==> config.mk <==
export PLATFORM = sky130hd
export DESIGN_NAME = mem_arbiter
export DESIGN_NICKNAME = d
export VERILOG_FILES = /design/src/rtl/mem_arbiter.sv
export SDC_FILE = /design/constraint.sdc
export NUM_CORES = 1
export LEC_CHECK = 0
export BUFFER_PORTS_ARGS = -buffer_cell sky130_fd_sc_hd__buf_4
export CAP_MARGIN = 5
export CORE_UTILIZATION = 57
export CTS_BUF_LIST = sky130_fd_sc_hd__clkbuf_16
export CTS_CLUSTER_SIZE = 24
export DETAILED_ROUTE_END_ITERATION = 7
export PLACE_DENSITY = 0.95
export RECOVER_POWER = 50
export SLEW_MARGIN = 20
export SYNTH_ARGS = -nofsm -noshare
export SYNTH_HDL_FRONTEND = slang
export SYNTH_SLANG_ARGS = --single-unit
==> constraint.sdc <==
create_clock -name clk -period 4.4 [get_ports clk]
set_input_delay 0 -clock clk [delete_from_list [all_inputs] [get_ports clk]]
set_output_delay 0 -clock clk [all_outputs]
set_load 0.05 [all_outputs]
==> src/rtl/mem_arbiter.sv <==
// mem_arbiter: shares one byte-wide RAM between instruction fetch and load/store.
// Optional ARB_FAIR_EN: after a load/store completes, the next collision goes to fetch.
module mem_arbiter (
   input  logic        clk,
   input  logic        rst_n,
   input  logic        if_req,
   input  logic [31:0] if_addr,
   input  logic        if_flush,
   output logic [31:0] if_data,
   output logic        if_done,
   input  logic        mem_req,
   input  logic        mem_we,
   input  logic [1:0]  mem_len,
   input  logic [31:0] mem_addr,
   input  logic [31:0] mem_wdata,
   output logic [31:0] mem_rdata,
   output logic        mem_done,
   output logic [31:0] ram_addr,
   output logic        ram_wr,
   output logic [7:0]  ram_dout,
   input  logic [7:0]  ram_din
);

   localparam logic [2:0] IDLE   = 3'd0;
   localparam logic [2:0] IF_RD  = 3'd1;
   localparam logic [2:0] MEM_RD = 3'd2;
   localparam logic [2:0] MEM_WR = 3'd3;
   localparam logic [2:0] DONE   = 3'd4;

   logic [2:0]  state;
   logic [2:0]  cnt;
   logic [2:0]  nbytes;
   logic [31:0] base;
   logic [31:0] wdata;
   logic        is_if;
   logic [31:0] rbuf;
   logic [31:0] rbuf_nxt;
   logic [31:0] if_data_q;
   logic [31:0] mem_rdata_q;
   logic [1:0]  sel;
   logic        if_ok;
   logic        pick_if;
   logic        pick_mem;
   logic        active;
   logic [2:0]  len_n;

`ifdef ARB_FAIR_EN
   logic        last_mem;
`endif

   always_comb begin
      len_n = 3'd4;
      unique case (1'b1)
         mem_len == 2'b00: len_n = 3'd1;
         mem_len == 2'b01: len_n = 3'd2;
         default:          len_n = 3'd4;
      endcase
   end

   // A flush in the same cycle as a fetch request cancels that grant.
   assign if_ok = if_req && !if_flush;
`ifdef ARB_FAIR_EN
   assign pick_if = if_ok && (!mem_req || last_mem);
`else
   assign pick_if = if_ok && !mem_req;
`endif
   assign pick_mem = mem_req && !pick_if;

   // Byte arriving now belongs to the address presented one cycle earlier.
   assign sel      = cnt[1:0] - 2'd1;
   assign rbuf_nxt = rbuf | ({24'd0, ram_din} << {sel, 3'b000});

   always_ff @(posedge clk or negedge rst_n) begin
      if (!rst_n) begin
         state       <= IDLE;
         cnt         <= '0;
         nbytes      <= '0;
         base        <= '0;
         wdata       <= '0;
         is_if       <= 1'b0;
         rbuf        <= '0;
         if_data_q   <= '0;
         mem_rdata_q <= '0;
`ifdef ARB_FAIR_EN
         last_mem    <= 1'b0;
`endif
      end else begin
         case (state)
            IDLE: begin
               cnt  <= '0;
               rbuf <= '0;
               if (pick_mem) begin
                  base   <= mem_addr;
                  wdata  <= mem_wdata;
                  nbytes <= len_n;
                  is_if  <= 1'b0;
                  state  <= mem_we ? MEM_WR : MEM_RD;
               end else if (pick_if) begin
                  base   <= if_addr;
                  wdata  <= '0;
                  nbytes <= 3'd4;
                  is_if  <= 1'b1;
                  state  <= IF_RD;
`ifdef ARB_FAIR_EN
                  if (mem_req) last_mem <= 1'b0;
`endif
               end
            end
            IF_RD, MEM_RD: begin
               if (state == IF_RD && if_flush) begin
                  state <= IDLE;
               end else begin
                  cnt <= cnt + 3'd1;
                  if (cnt != 3'd0) rbuf <= rbuf_nxt;
                  if (cnt == nbytes) begin
                     state <= DONE;
                     if (is_if) if_data_q <= rbuf_nxt;
                     else mem_rdata_q <= rbuf_nxt;
                  end
               end
            end
            MEM_WR: begin
               cnt <= cnt + 3'd1;
               if (cnt == nbytes - 3'd1) state <= DONE;
            end
            DONE: begin
               state <= IDLE;
`ifdef ARB_FAIR_EN
               if (!is_if) last_mem <= 1'b1;
`endif
            end
            default: state <= IDLE;
         endcase
      end
   end

   assign active = (state == IF_RD || state == MEM_RD || state == MEM_WR)
                   && (cnt < nbytes);

   assign ram_addr  = active ? base + {29'd0, cnt} : 32'd0;
   assign ram_wr    = active && (state == MEM_WR);
   assign ram_dout  = ram_wr ? 8'(wdata >> {cnt[1:0], 3'b000}) : 8'd0;
   assign if_done   = (state == DONE) && is_if;
   assign mem_done  = (state == DONE) && !is_if;
   assign if_data   = if_data_q;
   assign mem_rdata = mem_rdata_q;

endmodule
==> results.md <==
- Routability-driven placement congestion ratio: 0.866
- Clock Root Buffer: clkbuf_16
- Area contributors post-synth: dfrtp_1 53%, a21oi_1 6.0%, o21ai_0 4.8%, mux2i_1 4.1%, a32o_1 4.0%
- Worst Setup End Kind: primary output
- Vias in the first global route: 8316
- Yosys cell types: 50
- VDD IR max: 0.618 mV
- Largest area contributor in the netlist: dfrtp_1
- DRT iter0 DRCs: 1162
- Synthesized flop and latch total: 170
- Via/cell ratio: 6.53
- Post-DP HPWL: 14900 microns
- Total grt overflow: 0
- CTS Buffer Depth: 2
- Pwr dens: 795 mW/mm^2
- Setup TNS: 0 ns
- Worst Path Buf+Inv: 1
- Syn Area/Cell: 10.3 sq um
- Outcome: finished, violations left
- Final core utilization: 82.6%
- Port Buffer Count: 218
- Routed WL: 28500 microns
- Cts repair resizes: 0
- Cts bufs inserted: 17
- Hold Worst Slack: 0.0286 ns
- Worst-Skew Late Latency: 0.43 ns
- Sequential area share after synthesis: 53.1%
- Clk_skew: 0.0127 ns
- Failing checks: max-capacitance violations, max-slew violations
- Initial core utilization: 59.5%
- RSZ-0062 raised after global routing: no
- DR WL/cell: 22.5 microns
- GRT Overall Usage: 41.3%
- Antenna viol nets, final: 0
- Net count after synthesis: 902
- Reg2reg setup slack: 1.15 ns
- Die ar.: 0.0145 sq mm
- Ys flop type: dfrtp_1
- EDFF count, synth: 0
- Die X: 121 microns
- Clock transition at path regs: 0.07 ns
- Worst EP required: 4.40 ns
- Core Region: 0.0135 sq mm
- Crit start category: flip-flop
- Largest net degree at the start of global routing: 100
- CTS tree: built
- H-tree Lvls: 4
- Critical-path maximum fanout: 13
- Clock sink count: 170
- Max-Cap Viols: 1
- HP Class: input port to flip-flop
- First-pass GRT wire length: 45100 microns
- Largest delay contributor family on the critical path: compound AO/OA/AOI/OAI gates
- Leakage: 5.06 nW
- Die height: 121 microns
- Fillers: 746
- Layout cells sized above 1: 19.2%
- Max-slew headroom: -43.6%
- Final net count: 1200
- DRC violations left: 0
- Crit-path cells: ha_1 -> nand3_1 -> a2111oi_0 -> or4b_2 -> a21oi_1 -> buf_4
- Vias: 8280
- Setup violators final: 0
- Drt first pass iters: 6
- Ys Warns: 0
- Slew Limit Fails: 88
- Worst Max-Slew Pin Slew: 2.15 ns
- Minimum clock period: 3.67 ns
- Worst stage delay on the critical path: 0.81 ns
- Max frequency: 0.272 GHz
- Post-CTS Setup Inserts: 0
- Final hold vios: 0
- Critical Path AT: 3.67 ns
- # IOs: 219
- Ratio of final minimum period to clock period: 83.4%
- Row count: 42
- Asr flop ratio synth: 100%
- Initial antenna violation count: 1
- Synth-to-Final Area Change: 38.8%
- Netlist Area Pre-Place: 0.00800 sq mm
- Crit path max-delay cell type: dfrtp_1
- Setup CP Type: flip-flop to primary output
- Gate Count Post-Synth: 780
- Yosys top cell area share: 53.1%
[synth_stat cells (12+ instances only)]
master      n
a21oi_1    96
a22o_1     33
a32o_1     32
and3_1     12
clkbuf_1   52
dfrtp_1   170
inv_1      17
mux2i_1    33
nand2_1    78
nor2_1     51
nor2b_1    15
o21ai_0    77
o31ai_1    14
or4_1      12
[metrics by stage]
stage                     worst slack [ns]  total power, mW  instances  area, sq um
after floorplan                       1.23             5.87        780         8000
after global placement                1.50             7.11       1126         9720
after detailed placement              1.39             7.25       1126         9730
after CTS                            0.942             8.74       1267        11400
after global routing                 0.603             9.19       1268        11100
final                                0.730             8.83       1268        11100
[state kept, by name, indices dropped and copies added (netlist names)]
signal,cells
base,32
if_data,32
mem_rdata,32
rbuf,32
wdata,32
cnt,3
nbytes,3
state,3
is_if,1
[routing by layer]
metal	routed length [microns]	part of all wire, %	track usage, %
met3	2690	9.4	10.6
met5	0	0	0
met2	13800	48	65.9
met1	10000	35	49.9
met4	1960	6.9	26.9
[worst min-delay path, cell delays in order]
cell     delay [ns]
buf_4          0.13
a21oi_1        0.07
o22ai_1        0.14
nor2_1         0.06
[path summary, 6_finish.rpt]
path                                      to        start  cells past startpoint
worst max-delay path            ram_addr[21]       cnt[0]                      6
worst min register to register   if_data[12]  if_data[12]                      2
worst max register to register  mem_rdata[5]       cnt[0]                      7
min in group asynchronous          wdata[29]        rst_n                      2
worst min-delay path                  cnt[2]     if_flush                      4
max in group asynchronous            base[7]        rst_n                      3
[layout by cell type (no fill, tap or decap), drive strengths merged, types with 32 or more instances in the layout]
cell type / instances
a21oi: 96
a22o: 33
a32o: 32
buf: 160
clkbuf: 84
dfrtp: 170
dlygate4sd3: 109
mux2i: 33
nand2: 78
nor2: 51
o21ai: 78
[cell families after synthesis]
| group | share of synthesized area, % |
|---|---|
| simple gates | 12.8 |
| compound gates | 21.2 |
| mux | 6.52 |
| flops | 53.1 |
| xor+xnor | 1.06 |
| buf+inv | 3.61 |
| fa+ha+maj | 1.66 |
[final cells by class]
class / count / area, sq um / area share [%]
antenna: 1 / 2.50 / 0.0225
clock buffer: 17 / 425 / 3.83
clock inverter: 15 / 110 / 0.991
inverter: 17 / 63.8 / 0.575
multi-input combinational: 536 / 3480 / 31.4
sequential: 170 / 4250 / 38.3
tap: 176 / 220 / 1.98
timing repair buffer: 336 / 2550 / 22.9
[where the power goes]
part	switching [mW]	internal [mW]	total, mW
combinational	3.24	1.30	4.54
clock	0.620	0.767	1.39
sequential	0.654	2.25	2.90
total	4.51	4.32	8.83
[what timing repair did]
action	4_1_cts	5_1_grt
hold buffers	109	0
hold endpoints to repair	213	0
setup endpoints to repair	0	0
Power figures use the tool's default switching activity.
